**src/rtl/flag_xfer_arbiter_pkg.sv**
```systemverilog
// Shared types and default sizing for the flag/ack crossing arbiter.
package flag_xfer_pkg;

  // Arbiter FSM states, one per phase of a crossing transaction.
  typedef enum logic [2:0] {
    StIdle,
    StLaunch,
    StWaitHi,
    StWaitLo,
    StDone
  } xfer_state_e;

  localparam int unsigned DefNreq    = 4;
  localparam int unsigned DefDw      = 8;
  localparam int unsigned DefTimeout = 64;
  localparam int unsigned DefCntw    = 16;

endpackage

```
**src/rtl/flag_xfer_arbiter_if.sv**
```systemverilog
// Bundle of requester-side and crossing-side signals around the arbiter.
// master: requesters plus the crossing (drive req/req_data/xing_busy).
// slave:  the arbiter itself.
interface flag_xfer_arbiter_if
  import flag_xfer_pkg::*;
#(
  parameter int unsigned NREQ = DefNreq,
  parameter int unsigned DW   = DefDw,
  parameter int unsigned CNTW = DefCntw
) ();

  logic [NREQ-1:0]         req;
  logic [NREQ*DW-1:0]      req_data;
  logic [NREQ-1:0]         grant;
  logic [NREQ-1:0]         done;
  logic [DW-1:0]           xfer_data;
  logic [$clog2(NREQ)-1:0] xfer_id;
  logic                    flag_in;
  logic                    xing_busy;
  logic                    err_timeout;
  logic [CNTW-1:0]         xfer_count;

  modport master (
    output req, req_data, xing_busy,
    input  grant, done, xfer_data, xfer_id, flag_in, err_timeout, xfer_count
  );

  modport slave (
    input  req, req_data, xing_busy,
    output grant, done, xfer_data, xfer_id, flag_in, err_timeout, xfer_count
  );

endinterface

```
**src/rtl/flag_xfer_arbiter_rr_arbiter.sv**
```systemverilog
// Combinational round-robin pick: first set request at or above the pointer, wrapping.
module rr_arbiter
  import flag_xfer_pkg::*;
#(
  parameter int unsigned NREQ = DefNreq
) (
  input  logic [NREQ-1:0]         i_req,
  input  logic [$clog2(NREQ)-1:0] i_ptr,
  output logic [NREQ-1:0]         o_grant,
  output logic [$clog2(NREQ)-1:0] o_idx
);

  localparam int unsigned IW  = $clog2(NREQ);
  localparam int unsigned IW1 = IW + 1;

  logic           w_found;
  logic [IW:0]    w_sum;
  logic [IW-1:0]  w_pos;

  // Scan NREQ positions starting at the pointer; the first hit wins.
  always_comb begin
    o_grant = '0;
    o_idx   = '0;
    w_found = 1'b0;
    w_sum   = '0;
    w_pos   = '0;
    for (int unsigned k = 0; k < NREQ; k++) begin
      // ptr and k are both below NREQ, so one conditional subtract is a full modulo.
      w_sum = {1'b0, i_ptr} + IW1'(k);
      if (w_sum >= IW1'(NREQ)) begin
        w_sum = w_sum - IW1'(NREQ);
      end
      w_pos = w_sum[IW-1:0];
      if (!w_found && i_req[w_pos]) begin
        w_found        = 1'b1;
        o_grant[w_pos] = 1'b1;
        o_idx          = w_pos;
      end
    end
  end

endmodule

```
**src/rtl/flag_xfer_arbiter.sv**
```systemverilog
// Shares one toggle flag/ack crossing among NREQ requesters; holds the winner's
// id and payload stable across the whole crossing window.
module flag_xfer_arbiter
  import flag_xfer_pkg::*;
#(
  parameter int unsigned NREQ    = DefNreq,
  parameter int unsigned DW      = DefDw,
  parameter int unsigned TIMEOUT = DefTimeout,
  parameter int unsigned CNTW    = DefCntw
) (
  input  logic                      clkA,
  input  logic                      rstA,
  flag_xfer_arbiter_if.slave        io_bus
);

  localparam int unsigned IW = $clog2(NREQ);
  localparam int unsigned TW = $clog2(TIMEOUT + 1);

  xfer_state_e     r_state,     w_state_nxt;
  logic [NREQ-1:0] r_grant,     w_grant_nxt;
  logic [NREQ-1:0] r_done,      w_done_nxt;
  logic [DW-1:0]   r_xfer_data, w_xfer_data_nxt;
  logic [IW-1:0]   r_xfer_id,   w_xfer_id_nxt;
  logic            r_flag_in,   w_flag_in_nxt;
  logic            r_err,       w_err_nxt;
  logic [CNTW-1:0] r_count,     w_count_nxt;
  logic [IW-1:0]   r_ptr,       w_ptr_nxt;
  logic [TW-1:0]   r_tcnt,      w_tcnt_nxt;

  logic [NREQ-1:0] w_win_onehot;
  logic [IW-1:0]   w_win_idx;
  logic [DW-1:0]   w_win_data;

  rr_arbiter #(
    .NREQ (NREQ)
  ) u_rr_arbiter (
    .i_req   (io_bus.req),
    .i_ptr   (r_ptr),
    .o_grant (w_win_onehot),
    .o_idx   (w_win_idx)
  );

  // Select the winning requester's payload slice.
  always_comb begin
    w_win_data = '0;
    for (int unsigned i = 0; i < NREQ; i++) begin
      if (w_win_idx == IW'(i)) begin
        w_win_data = io_bus.req_data[i*DW +: DW];
      end
    end
  end

  // Next-state and registered-output logic for the transfer FSM.
  always_comb begin
    w_state_nxt     = r_state;
    w_grant_nxt     = r_grant;
    w_done_nxt      = '0;
    w_xfer_data_nxt = r_xfer_data;
    w_xfer_id_nxt   = r_xfer_id;
    w_flag_in_nxt   = 1'b0;
    w_err_nxt       = r_err;
    w_count_nxt     = r_count;
    w_ptr_nxt       = r_ptr;
    w_tcnt_nxt      = r_tcnt;

    case (r_state)
      StIdle: begin
        if (|io_bus.req) begin
          w_grant_nxt     = w_win_onehot;
          w_xfer_id_nxt   = w_win_idx;
          w_xfer_data_nxt = w_win_data;
          w_state_nxt     = StLaunch;
        end
      end
      StLaunch: begin
        // A stale busy from the previous transfer must clear before toggling again.
        if (!io_bus.xing_busy) begin
          w_flag_in_nxt = 1'b1;
          w_state_nxt   = StWaitHi;
        end
      end
      StWaitHi: begin
        // Do not mistake the low before busy rises for completion.
        if (io_bus.xing_busy) begin
          w_tcnt_nxt  = '0;
          w_state_nxt = StWaitLo;
        end
      end
      StWaitLo: begin
        // Saturating count; timeout only flags, since a launched toggle cannot be recalled.
        if (r_tcnt < TW'(TIMEOUT)) begin
          w_tcnt_nxt = r_tcnt + TW'(1);
          if (r_tcnt + TW'(1) == TW'(TIMEOUT)) begin
            w_err_nxt = 1'b1;
          end
        end
        if (!io_bus.xing_busy) begin
          w_done_nxt            = '0;
          w_done_nxt[r_xfer_id] = 1'b1;
          w_grant_nxt           = '0;
          w_count_nxt           = r_count + CNTW'(1);
          w_ptr_nxt             = (r_xfer_id == IW'(NREQ - 1)) ? '0 : r_xfer_id + IW'(1);
          w_state_nxt           = StDone;
        end
      end
      StDone: begin
        w_state_nxt = StIdle;
      end
      default: begin
        w_state_nxt = StIdle;
      end
    endcase
  end

  // State and output registers, asynchronously reset.
  always_ff @(posedge clkA or posedge rstA) begin
    if (rstA) begin
      r_state     <= StIdle;
      r_grant     <= '0;
      r_done      <= '0;
      r_xfer_data <= '0;
      r_xfer_id   <= '0;
      r_flag_in   <= 1'b0;
      r_err       <= 1'b0;
      r_count     <= '0;
      r_ptr       <= '0;
      r_tcnt      <= '0;
    end else begin
      r_state     <= w_state_nxt;
      r_grant     <= w_grant_nxt;
      r_done      <= w_done_nxt;
      r_xfer_data <= w_xfer_data_nxt;
      r_xfer_id   <= w_xfer_id_nxt;
      r_flag_in   <= w_flag_in_nxt;
      r_err       <= w_err_nxt;
      r_count     <= w_count_nxt;
      r_ptr       <= w_ptr_nxt;
      r_tcnt      <= w_tcnt_nxt;
    end
  end

  assign io_bus.grant       = r_grant;
  assign io_bus.done        = r_done;
  assign io_bus.xfer_data   = r_xfer_data;
  assign io_bus.xfer_id     = r_xfer_id;
  assign io_bus.flag_in     = r_flag_in;
  assign io_bus.err_timeout = r_err;
  assign io_bus.xfer_count  = r_count;

endmodule

```
**src/flat_wrapper.sv**
```systemverilog
// flat-port wrapper written by rule: the top's interface ports become plain ports
module flag_xfer_arbiter_flat import flag_xfer_pkg::*;
#(
  parameter int unsigned NREQ    = DefNreq,
  parameter int unsigned DW      = DefDw,
  parameter int unsigned TIMEOUT = DefTimeout,
  parameter int unsigned CNTW    = DefCntw
)
  (clkA, rstA, io_bus_req, io_bus_req_data, io_bus_xing_busy, io_bus_grant, io_bus_done, io_bus_xfer_data, io_bus_xfer_id, io_bus_flag_in, io_bus_err_timeout, io_bus_xfer_count);
  flag_xfer_arbiter_if #(.NREQ(NREQ), .DW(DW), .CNTW(CNTW)) io_bus_i ();
  input  logic clkA;
  input  logic rstA;
  input wire logic [$bits(io_bus_i.req)-1:0] io_bus_req;
  input wire logic [$bits(io_bus_i.req_data)-1:0] io_bus_req_data;
  input wire logic [$bits(io_bus_i.xing_busy)-1:0] io_bus_xing_busy;
  output wire logic [$bits(io_bus_i.grant)-1:0] io_bus_grant;
  output wire logic [$bits(io_bus_i.done)-1:0] io_bus_done;
  output wire logic [$bits(io_bus_i.xfer_data)-1:0] io_bus_xfer_data;
  output wire logic [$bits(io_bus_i.xfer_id)-1:0] io_bus_xfer_id;
  output wire logic [$bits(io_bus_i.flag_in)-1:0] io_bus_flag_in;
  output wire logic [$bits(io_bus_i.err_timeout)-1:0] io_bus_err_timeout;
  output wire logic [$bits(io_bus_i.xfer_count)-1:0] io_bus_xfer_count;
  assign io_bus_i.req = io_bus_req;
  assign io_bus_i.req_data = io_bus_req_data;
  assign io_bus_i.xing_busy = io_bus_xing_busy;
  assign io_bus_grant = io_bus_i.grant;
  assign io_bus_done = io_bus_i.done;
  assign io_bus_xfer_data = io_bus_i.xfer_data;
  assign io_bus_xfer_id = io_bus_i.xfer_id;
  assign io_bus_flag_in = io_bus_i.flag_in;
  assign io_bus_err_timeout = io_bus_i.err_timeout;
  assign io_bus_xfer_count = io_bus_i.xfer_count;
  flag_xfer_arbiter #(.NREQ(NREQ), .DW(DW), .TIMEOUT(TIMEOUT), .CNTW(CNTW)) u_core (.clkA(clkA), .rstA(rstA), .io_bus(io_bus_i));
endmodule
```
**config.mk**
```make
export PLATFORM = sky130hd
export DESIGN_NAME = flag_xfer_arbiter_flat
export DESIGN_NICKNAME = d
export VERILOG_FILES = /design/src/rtl/flag_xfer_arbiter_pkg.sv /design/src/rtl/flag_xfer_arbiter_if.sv /design/src/rtl/flag_xfer_arbiter_rr_arbiter.sv /design/src/rtl/flag_xfer_arbiter.sv /design/src/flat_wrapper.sv
export SDC_FILE = /design/constraint.sdc
export NUM_CORES = 1
export LEC_CHECK = 0
export BUFFER_PORTS_ARGS = -buffer_cell sky130_fd_sc_hd__buf_2
export CAP_MARGIN = 20
export CORE_ASPECT_RATIO = 1.25
export CORE_MARGIN = 5
export CORE_UTILIZATION = 57
export DETAILED_ROUTE_END_ITERATION = 8
export PLACE_DENSITY = 0.9
export SETUP_SLACK_MARGIN = 0.4
export SLEW_MARGIN = 20
export SYNTH_ARGS = -nofsm -noshare
export SYNTH_HDL_FRONTEND = slang
export SYNTH_SLANG_ARGS = --single-unit
```
**constraint.sdc**
```tcl
create_clock -name clkA -period 6.1 [get_ports clkA]
set_clock_uncertainty 0.15 [all_clocks]
set_input_delay 1.22 -clock clkA [delete_from_list [all_inputs] [get_ports clkA]]
set_output_delay 1.22 -clock clkA [all_outputs]
set_load 0.1 [all_outputs]
```
==> results_dict.tcl <==
set metrics [dict create \
    synth_top_area_share_pct 41.6 \
    use_met2_pct 35.9 \
    drt_first_iter_violations 101 \
    worst_slack_ps 2570 \
    grt_first_pass_wirelength_mm 10.3 \
    p_switching_mw 1.11 \
    synth.most_common_cell "dfrtp_1" \
    die_w_um 73.7 \
    antennaDiodeCount 0 \
    slew_viol_final 0 \
    globalRoute.busiestLayer "met2" \
    yosys.area_share.simple_pct 15.5 \
    crit_start "u_core.r_ptr[0]" \
    p_clk_share_pct 11.9 \
    gp_congestion 0.851 \
    register_area_um2 1200 \
    grt_max_degree 49 \
    synth_edf_count 0 \
    syn_nets 320 \
    synthDistinctLibCells 58 \
    max_cap_viol_count 0 \
    cts_buffer_depth 2 \
    synthMuxAreaShare_pct 6.98 \
    netlist_area_um2 2890 \
    grt_overflow 0 \
    multi_input_area_um2 1570 \
    synth_top_family_by_area "compound AO/OA/AOI/OAI gates" \
    synth_xor_area_share_pct 4.85 \
    crit_required_ps 6140 \
    grt_pass1_vias 2305 \
    ys_ff_latch 48 \
    die_area_um2 6600 \
    clkTransAtPathRegs_ps 90 \
    core_um2 5010 \
    synth_largest_area_cell "dfrtp_1" \
    cts.repair.resized 0 \
    die_h_um 89.6 \
    period_needed_ps 3530 \
    synthArstFlopShare_pct 100 \
    finalSetupViolCount 0 \
    endpoint_kind "register" \
    met3_usage_pct 3.60 \
    wirelength_mm 6.34 \
    synth_commonest_cells "dfrtp_1 (48), nand2_1 (25), ha_1 (14), inv_1 (14)" \
    num_vias 2319 \
    intPower_mw 0.902 \
    ios 75 \
    seqPwrFrac_pct 25.1 \
    num_rows 29 \
    peakVddDrop_uv 434 \
    endpoint "u_core.io_bus.xfer_data[1]" \
    vias_per_cell 5.75 \
    firstDrtPassIters 4 \
    yosysWarnings 0 \
    critPathKind "reg2reg" \
    p_leak_nw 1.66 \
    layout-drive-gt1-share_pct 34.9 \
    worstPathMaxFanout 17 \
    postRouteAntennaNets 0 \
    period_share_pct 57.8 \
    fmax_ghz 0.283 \
    fill_cells 374 \
    synth.avg_cell_area_um2 10.8 \
    start_kind "register" \
    cts.root.buffer_cell "clkbuf_8" \
    tightest_slew_ps 891 \
    grt_util_all_layers_pct 19.7 \
    post_cts_buffers 0 \
    power_density_nw_per_um2 592 \
    pre_cts_ws_ps 2600 \
    cts_max_level 2 \
    timing.rr.end "u_core.io_bus.xfer_data[1]" \
    cts_tree "yes" \
    dp_hpwl_mm 5.01 \
    cpPeakStageDelay_ps 770 \
    holdCritPathClass "reg2reg" \
    finalHoldViolations 0 \
    crit_chain "inv_1 -> ha_1 -> mux4_2 -> nor2b_4 -> nand4_4 -> nand2_2 -> mux2_2 -> o221a_1" \
    synth_flop_cell "dfrtp_1" \
    clock_latency_ps 300 \
    critical_path_arrival_ps 3570 \
    fin_nets 393 \
    synth_compound_area_share_pct 20.6 \
    worstReg2RegStart "u_core.r_ptr[0]" \
    port_buffers 74 \
    ff2ff_setup_slack_ps 2570 \
    synth.area.top_cells "dfrtp_1 (42%), ha_1 (6.1%), xnor2_1 (3.9%)" \
    grt_setup_unrepaired "false" \
    start_util_pct 57.6 \
    relSlewSlack_pct 40.1 \
    clock-sinks 48 \
    drc 0 \
    gr-usage-met1_pct 22.8 \
    hold_buffers 0 \
    swShare_pct 55.3 \
    yosys.area_share.adder_pct 6.07 \
    comb_power_share_pct 63.0 \
    wire_per_inst_um 15.7 \
    worstRegToRegCells 8 \
    critical-path-slowest-cell "dfrtp_1" \
    synth_cells 267 \
    finalSetupTns_ps 0 \
    synthToLayoutAreaGrowth_pct 17.9 \
    status "finished clean" \
    antenna_found_initial 0 \
    yosysSeqAreaShare_pct 41.6 \
    numCtsBuffers 5 \
]
## worst min path at each step
stage | start | to | slack, ps | depth (start not counted)
2_1_floorplan | u_core.r_tcnt[5] | u_core.r_tcnt[5] | 300 | 1
3_3_place_gp | u_core.io_bus.err_timeout | u_core.io_bus.err_timeout | 290 | 1
3_5_place_dp | u_core.io_bus.err_timeout | u_core.io_bus.err_timeout | 320 | 1
4_1_cts | u_core.io_bus.err_timeout | u_core.io_bus.err_timeout | 340 | 1
5_1_grt | u_core.io_bus.err_timeout | u_core.io_bus.err_timeout | 350 | 1
6_report | u_core.io_bus.err_timeout | u_core.io_bus.err_timeout | 330 | 1
## cell type report
type / count / area share, %
multi-input cells: 195 / 46.0
flip-flops and latches: 48 / 35.3
repair buffers: 75 / 11.1
clock buffers: 6 / 2.43
well taps: 62 / 2.28
inverters: 15 / 1.76
clock inverters: 2 / 1.14
## state kept, by name, summed over array words and instances (netlist names)
signal / count
u_core.io_bus.xfer_count: 16
u_core.io_bus.xfer_data: 8
u_core.r_tcnt: 7
u_core.io_bus.done: 4
u_core.io_bus.grant: 4
u_core.r_state: 3
u_core.io_bus.xfer_id: 2
u_core.r_ptr: 2
u_core.io_bus.err_timeout: 1
u_core.io_bus.flag_in: 1
## logic make-up (layout without fill, tap and decap cells)
family / after synthesis / after routing
DFF: 48 / 48
AOI/OAI and AO/OA: 71 / 71
xor gates and xnor gates: 16 / 16
muxes: 15 / 15
and+or+nand+nor: 79 / 79
adders and majority gates: 14 / 14
buffers and inverters: 24 / 98
## layout by cell type, fill, tap and decap left out, drive strengths merged, types with 2 or more instances in the layout
master / instances
buf: 75
dfrtp: 48
nand2: 27
o21ai: 15
ha: 14
inv: 14
xnor2: 13
a21oi: 13
nor2: 9
and2: 9
mux2: 8
nand3: 7
a31oi: 7
o211ai: 7
o221a: 7
clkbuf: 6
nor2b: 5
nand4: 5
a21o: 5
a211oi: 5
and3: 4
mux2i: 4
a22oi: 4
xor2: 3
mux4: 3
and4: 2
o31ai: 2
nor4: 2
a21boi: 2
clkinv: 2
## worst max-delay path, delay by kind of cell, from the launching register on
family,cells,cell delay [ps]
fa+ha+maj,1,520
compound gates,1,210
mux,2,850
flops,1,770
simple gates,3,630
buf+inv,1,290
## metrics by stage
step / instance area [um^2] / hold slack, ps / utilization [%] / instances / power (mW)
2_1_floorplan: 2890 / 296 / - / 267 / 1.58
3_3_place_gp: 3280 / 287 / 65.5 / 395 / 1.75
3_5_place_dp: 3280 / 317 / 65.5 / 395 / 1.78
4_1_cts: 3400 / 338 / 67.9 / 403 / 2.02
5_1_grt: 3400 / 355 / 68.0 / 403 / 2.14
6_report: 3400 / 325 / 68.0 / 403 / 2.02
## layer usage
metal / vias to the layer above / share of wire (%)
li1: 1108 / -
met1: 1139 / 38
met2: 56 / 55
met3: 16 / 5.0
met4: 0 / 2.2
met5: - / 0
## power by group through the flow
stage / clock (mW) / combinational [mW] / sequential (mW)
floorplan: 0 / 0.648 / 0.933
detailed placement: 0 / 1.27 / 0.510
CTS: 0.244 / 1.27 / 0.505
global route: 0.258 / 1.36 / 0.520
global placement: 0 / 1.24 / 0.508
finish: 0.241 / 1.27 / 0.506
Power figures use the tool's default switching activity.
